[src/rtl/pipeline_ctrl.sv]
// pipeline_ctrl: run/step/halt sequencer and hazard unit for a 5-stage pipeline.
// Produces PC/IF-ID enables, flush/bubble controls and cycle/stall statistics.
`default_nettype none

module pipeline_ctrl #(
  parameter int DRAIN_CYCLES = 3,
  parameter int SCNT_W       = 16
) (
  input  logic              clk,
  input  logic              rst,
  input  logic              ena,
  input  logic [1:0]        dbg_cmd,
  input  logic [4:0]        id_rs,
  input  logic [4:0]        id_rt,
  input  logic              id_uses_rt,
  input  logic              ex_mem_read,
  input  logic [4:0]        ex_rt,
  input  logic              ex_branch_taken,
  input  logic              halt_op,
  output logic              pc_write,
  output logic              if_id_write,
  output logic              if_id_flush,
  output logic              id_ex_flush,
  output logic              pipe_ena,
  output logic [2:0]        state,
  output logic              halted,
  output logic [31:0]       cycle_count,
  output logic [SCNT_W-1:0] stall_count
);

  localparam int DW = (DRAIN_CYCLES > 1) ? $clog2(DRAIN_CYCLES) : 1;
  localparam logic [DW-1:0] DRAIN_LOAD = DW'(DRAIN_CYCLES - 1);

  localparam logic [1:0] CMD_RUN  = 2'b01;
  localparam logic [1:0] CMD_STEP = 2'b10;
  localparam logic [1:0] CMD_STOP = 2'b11;

  typedef enum logic [2:0] {
    IDLE   = 3'd0,
    RUN    = 3'd1,
    STEP   = 3'd2,
    DRAIN  = 3'd3,
    HALTED = 3'd4
  } state_t;

  state_t          cur_state;
  logic [DW-1:0]   drain_cnt;
  logic            load_use;
  logic            active;
  logic            draining;
  logic            stall_evt;

  assign state = cur_state;

  assign load_use = ex_mem_read && (ex_rt != 5'd0) &&
                    ((ex_rt == id_rs) || (id_uses_rt && (ex_rt == id_rt)));

  assign active    = ena && ((cur_state == RUN) || (cur_state == STEP));
  assign draining  = ena && (cur_state == DRAIN);
  // A taken branch flushes the stalled instruction anyway, so it is not a stall.
  assign stall_evt = active && load_use && !ex_branch_taken;

  always_comb begin
    pc_write    = 1'b0;
    if_id_write = 1'b0;
    if_id_flush = 1'b0;
    id_ex_flush = 1'b0;
    pipe_ena    = 1'b0;
    if (active) begin
      pipe_ena = 1'b1;
      if (ex_branch_taken) begin
        pc_write    = 1'b1;
        if_id_write = 1'b1;
        if_id_flush = 1'b1;
        id_ex_flush = 1'b1;
      end else if (load_use) begin
        id_ex_flush = 1'b1;
      end else begin
        pc_write    = 1'b1;
        if_id_write = 1'b1;
      end
    end else if (draining) begin
      pipe_ena = 1'b1;
    end
  end

  always_ff @(posedge clk or negedge rst) begin
    if (!rst) begin
      cur_state   <= IDLE;
      drain_cnt   <= '0;
      halted      <= 1'b0;
      cycle_count <= '0;
      stall_count <= '0;
    end else if (ena) begin
      if (pipe_ena) begin
        cycle_count <= cycle_count + 32'd1;
      end
      if (stall_evt && (stall_count != {SCNT_W{1'b1}})) begin
        stall_count <= stall_count + SCNT_W'(1);
      end
      case (cur_state)
        IDLE: begin
          if (dbg_cmd == CMD_RUN) begin
            cur_state <= RUN;
          end else if (dbg_cmd == CMD_STEP) begin
            cur_state <= STEP;
          end
        end
        RUN: begin
          // HALT beats a simultaneous stop so the pipeline always drains cleanly.
          if (halt_op && !ex_branch_taken) begin
            cur_state <= DRAIN;
            drain_cnt <= DRAIN_LOAD;
          end else if (dbg_cmd == CMD_STOP) begin
            cur_state <= IDLE;
          end
        end
        STEP: begin
          cur_state <= IDLE;
        end
        DRAIN: begin
          if (drain_cnt == '0) begin
            cur_state <= HALTED;
            halted    <= 1'b1;
          end else begin
            drain_cnt <= drain_cnt - DW'(1);
          end
        end
        HALTED: begin
          cur_state <= HALTED;
        end
        default: begin
          cur_state <= IDLE;
        end
      endcase
    end
  end

endmodule

`default_nettype wire

[config.mk]
export PLATFORM = sky130hd
export DESIGN_NAME = pipeline_ctrl
export DESIGN_NICKNAME = d
export VERILOG_FILES = /design/src/rtl/pipeline_ctrl.sv
export SDC_FILE = /design/constraint.sdc
export NUM_CORES = 1
export LEC_CHECK = 0
export ABC_AREA = 1
export CORE_AREA = 4 4 120 93
export CTS_BUF_LIST = sky130_fd_sc_hd__clkbuf_16
export DETAILED_ROUTE_END_ITERATION = 8
export DIE_AREA = 0 0 124 97
export HOLD_SLACK_MARGIN = 0.15
export PLACE_DENSITY = 0.73
export SYNTH_ARGS = -nofsm -noshare
export SYNTH_HDL_FRONTEND = slang
export SYNTH_SLANG_ARGS = --single-unit
[constraint.sdc]
create_clock -name clk -period 1.6 [get_ports clk]
set_clock_uncertainty 0.05 [all_clocks]
set_input_delay 0.4 -clock clk [delete_from_list [all_inputs] [get_ports clk]]
set_output_delay 0.4 -clock clk [all_outputs]
set_load 0.02 [all_outputs]
* Word-level counts from Yosys, hierarchy flattened
Index checks and enable logic that the tools add are counted.
** Word-level totals
- Flip-flop bits (word level) :: 54
- Output and inout bits :: 57
- Logic and storage cells :: 63
** Operators by class
- Add/subtract/negate cells :: 3
- Eq/ne operators :: 15
- Multiplexer cells :: 19
- Reduce and logical (&&, ||, !) cells :: 21
** Operators by type and width (number)
- $add A32 B1 Y32 const B :: 1
- $add A16 B1 Y16 const B :: 1
- $ne A16 B16 Y1 const B :: 1
- $mux W3 :: 5
- $pmux W3 S4 :: 1
- $eq A5 B5 Y1 :: 2
- $mux W1 :: 10
- $logic_and A1 B1 Y1 :: 9
- $reduce_and A4 Y1 :: 2
- $eq A3 B2 Y1 const B :: 2
- $reduce_bool A5 Y1 :: 1
- $eq A2 B2 Y1 const B :: 2
- $mux W2 :: 2
- $ne A2 B1 Y1 const B :: 2
- $pmux W2 S2 :: 1
- $reduce_and A2 Y1 :: 2
- $eq A3 B1 Y1 const B :: 1
- $eq A3 B3 Y1 const B :: 1
- $logic_not A3 Y1 :: 1
- $ne A3 B1 Y1 const B :: 1
- $ne A3 B3 Y1 const B :: 1
- $reduce_and A3 Y1 :: 1
- $eq A2 B1 Y1 const B :: 1
- $logic_not A2 Y1 :: 1
- other kinds (5) :: 6

* Longest topological paths before layout
- Depth in word-level cells :: 8
- Mapped depth :: 11
- Gate-level depth less buffers :: 10

* Least setup slack after synthesis
OpenSTA, ideal clock, no wires.
- Kind :: register to output
- From :: register cur_state[1] (netlist: state[1])
- To :: output port pc_write
- Arrival time :: 1.533 ns
- Data required time :: 1.150 ns
- Path slack :: -0.383 ns
- Cell stages (with the launch flop) :: 6
- Path buffers :: 1
- Cells stage by stage :: dfrtp_1 nor2_2 inv_1 nand4_1 a31oi_1 buf_4
** Between the ends
- Cells in the longest elaborated chain, start to end :: 4
- Elaborated cells between the ends (all ways) :: 5
- Classes of those cells :: eq/ne: 2; mux: 1; reduce/logical: 2
** Ends and longest elaborated chain
- from (decl) :: line 46 : state_t cur_state;
- from (signal assigned) :: line 89 : cur_state <= IDLE;
- from (signal assigned) :: line 104 : cur_state <= RUN;
- from (signal assigned) :: line 106 : cur_state <= STEP;
- $eq A3 B1 Y1 / $eq A3 B2 Y1 (equally long branches) :: line 58 : assign active = ena && ((cur_state == RUN) || (cur_state == STEP));
- $logic_or A1 B1 Y1 * :: line 58
- $logic_and A1 B1 Y1 * :: line 58
- $mux W1 *
- to (decl) :: line 20 : output logic pc_write,
Mark *: on every way between the ends. The rest lies on a longest branch, timed or not.

* Final worst setup path
- From :: register cur_state[1] (netlist: state[1])
- To :: output port id_ex_flush
** Between the ends
- Cells in the longest elaborated chain, start to end :: 4
- Elaborated cells between the ends (all ways) :: 5
- Classes of those cells :: eq/ne: 2; mux: 1; reduce/logical: 2
** Ends and longest elaborated chain
- $eq A3 B1 Y1 / $eq A3 B2 Y1 (equally long branches) :: line 58
- $logic_or A1 B1 Y1 * :: line 58
- $logic_and A1 B1 Y1 * :: line 58
- $mux W1 * :: line 69 : if (active) begin
- to (decl) :: line 23 : output logic id_ex_flush,
Marked as above.

==> results.tsv <==
stage	metric	value	unit
setup_path	slowest CP cell	dfrtp_2	
sta	RSZ-0062 raised after global routing	yes	
floorplanning	die width	124	microns
layout	NumNets Final	694	
placed_design	Placer Congestion	0.8813	
clocking	CTS tree	done	
logic_synthesis	mapped cell area	3418	sq um
global_routing	first-pass GRT wire length	17630	microns
outcome	failing checks	setup timing	
drt	Antenna Nets Post-Route	0	
power	PD cells	1220	nW/um^2
logic_synthesis	register area share after synthesis	39.53	%
placed_design	dpl hpwl	7958	microns
sta	slew margin rel.	70.54	%
layout	Area Growth Syn to Fin	68.52	%
power	total power draw	0.007029	W
clocking	TritonCTS Sinks	54	
drt	number of DRC markers in iteration 0	213	
clocking	CTS clk-pin slew, worst paths	70	ps
setup_path	Critical Path, Cell by Cell	nor2_4 > inv_2 > nand4_1 > buf_4 > inv_4 > nand3_4 > o21ai_2 > buf_6	
clocking	Bufs on Longest Clock Path	2	
floorplanning	Rows	32	
logic_synthesis	Post-Syn Area per Cell	7.181	sq um
layout	FILL cells	933	
floorplanning	Starting Density	34.01	%
setup_path	Max stage delay on crit path	440	ps
outcome	status	finished with violations	
sta	Final Critical Period	1937	ps
min_path	Hold Path Class	flip-flop to flip-flop	
setup_path	CP Capture Type	output pin	
logic_synthesis	Synth area leaders	dfrtp_1 40%, nand2_1 14%, inv_1 8.3%, xor2_1 7.4%, nor2_1 6.0%	
clocking	worst-skew pair later-pin latency	290	ps
clocking	depth of the CTS H-tree	2	
setup_path	Crit path arrival time	1490	ps
floorplanning	IO Pins	81	
power	VDD IR-drop max	0.0009822	V
floorplanning	Die H	97	microns
logic_synthesis	share of the synthesized area in the top cell type	39.53	%
drt	Post-route DRC	0	
drt	Total Wirelength	10740	microns
floorplanning	placeable core area	10050	sq um
setup_path	Crit Path Max Fanout	4	
drt	drt wl/cell	13.36	microns
clocking	CTS Buf Count	5	
placed_design	port bufs	80	
layout	layout cells sized above 1	35.93	%
sta	final hold vios	0	
clocking	clk root buf	clkbuf_16	
global_routing	vias in the first global route	3804	
logic_synthesis	library cells used by synthesis	32	
global_routing	GRT Overall Usage	17.78	%
logic_synthesis	dominant cell type by area after synthesis	dfrtp_1	
drt	number of vias per cell	4.652	
drt	drt pass-1 iters	4	
floorplanning	Die Area	12030	sq um
sta	crit share post-route	121.0	%
drt	Via Count	3740	
sta	Final Worst Setup Slack	-336.7	ps
setup_path	Worst setup SP type	flip-flop	
layout	n_diodes	0	
setup_path	critical path class	flip-flop to output pin	
logic_synthesis	flops & latches, synth	54	
min_path	Hold Path Cell Cnt	2	
logic_synthesis	Synth warnings	0	
sta	# setup viols final	45	
global_routing	initial antenna violation count	0	
global_routing	largest net degree at the start of global routing	21	
power	leakage	3.058	nW
logic_synthesis	Synth Net Count	503	
job	MaxCap Viol Count	0	
setup_path	R2R Setup Slk	-220	ps
global_routing	total grt overflow	0	
sta	Achievable Freq	516.3	MHz
sta	Final Slew Violations	0	
setup_path	worst r2r path cells	11	
setup_path	worst endpoint required time	1150	ps
logic_synthesis	Synth Instances	476	
layout	final core area utilization	57.32	%
sta	worst slew pin tran	441.9	ps
stage by stage:
step | instance area (sq um) | std cells | hold WS [ps] | worst slack [ps] | TNS (ps)
floorplan | 3632 | 476 | 54.41 | -133.5 | -1170
global placement | 5202 | 770 | 314.1 | -978.7 | -32700
detailed placement | 5202 | 770 | 317.4 | -1071 | -36170
CTS | 5567 | 792 | 424.8 | -337.3 | -8773
global route | 5761 | 804 | 456.0 | -412.3 | -10930
finish | 5761 | 804 | 415.8 | -336.7 | -6465
critical path: cells and delay by family, from the launching register on:
kind / cells / cell delay, ps
flops: 1 / 440
buf+inv: 4 / 370
simple gates: 3 / 340
compound gates: 1 / 60
sequential cells by signal, summed over array words and instances, names as in the netlist:
register     cells
stall_count     16
cycle_count     32
state            3
halted           1
drain_cnt        2
cells in the final DEF, fill, tap and decap left out, drive strengths merged:
master         count
o31a               1
clkbuf            15
buf              120
nor2              59
a31oi              1
a21oi              2
dlygate4sd3        1
nand2            135
dlygate4sd2       48
a21boi             1
nor3b              1
xor2              29
inv               79
o21ai             14
clkdlybuf4s50      3
nor4               1
dlymetal6s2s       2
dfrtp             54
or2                1
nand3             36
xnor2             11
ha                 3
a22oi              1
nand3b             2
and3               2
o21bai            11
clkdlybuf4s15      6
bufinv             1
nor3              11
nand4             17
per-layer routing:
metal / share of wire, % / vias up / global-route usage [%]
met5: 0 / - / 0
met3: 4.5 / 18 / 3.565
li1: - / 1870 / -
met1: 46 / 1768 / 24.11
met4: 2.2 / 0 / 4.630
met2: 48 / 84 / 28.83
cell families after synthesis:
kind of cell / count (synthesis) / share of synthesized area, %
and+or+nand+nor: 265 / 34.19
xor gates and xnor gates: 40 / 10.25
adders and majority gates: 3 / 1.098
DFF: 54 / 39.53
AOI/OAI and AO/OA: 31 / 5.637
buffers and inverters: 83 / 9.297
final cells by class:
type                       count  area, sq um  share of cell area (%)
tap                          136        170.2                   2.954
sequential                    54         1366                   23.72
clock buffer                   5        125.1                   2.172
timing repair buffer         190         1633                   28.35
clock inverter                 3        37.54                  0.6516
multi-input combinational    339         2137                   37.10
inverter                      77        291.5                   5.061
Yosys cell counts, drive strengths merged:
| master | count |
|---|---|
| o31a | 1 |
| nor3b | 1 |
| nor2 | 59 |
| xor2 | 29 |
| a22oi | 1 |
| inv | 77 |
| or2 | 1 |
| nor4 | 1 |
| nand4 | 17 |
| and3 | 2 |
| ha | 3 |
| nand2 | 135 |
| xnor2 | 11 |
| clkbuf | 3 |
| a31oi | 1 |
| o21ai | 14 |
| a21boi | 1 |
| nand3 | 36 |
| a21oi | 2 |
| o21bai | 11 |
| dfrtp | 54 |
| buf | 3 |
| nor3 | 11 |
| nand3b | 2 |
power by group:
part | total, W | leakage (nW) | internal (W) | switching [W]
sequential | 0.00207 | 0.647 | 0.00170 | 0.000372
clock | 0.00123 | 0.0864 | 0.000729 | 0.000497
combinational | 0.00373 | 2.32 | 0.00175 | 0.00198
total | 0.00703 | 3.06 | 0.00418 | 0.00285
what timing repair did:
item	in CTS	in global routing
endpoints found under the setup margin	107	66
hold buffers	1	0
setup buffers	14	16
cloned	0	2
endpoints found under the hold margin	14	0
resized for setup	166	80
pin swaps	31	36
final timing paths:
kind	to	from
max	id_ex_flush	state[1]
max in group asynchronous	cycle_count[0]	rst
min	halted	halted
max reg2reg	cycle_count[31]	state[1]
min in group asynchronous	cycle_count[20]	rst
min reg2reg	halted	halted
Note: power is estimated with default switching activity, not from simulation.
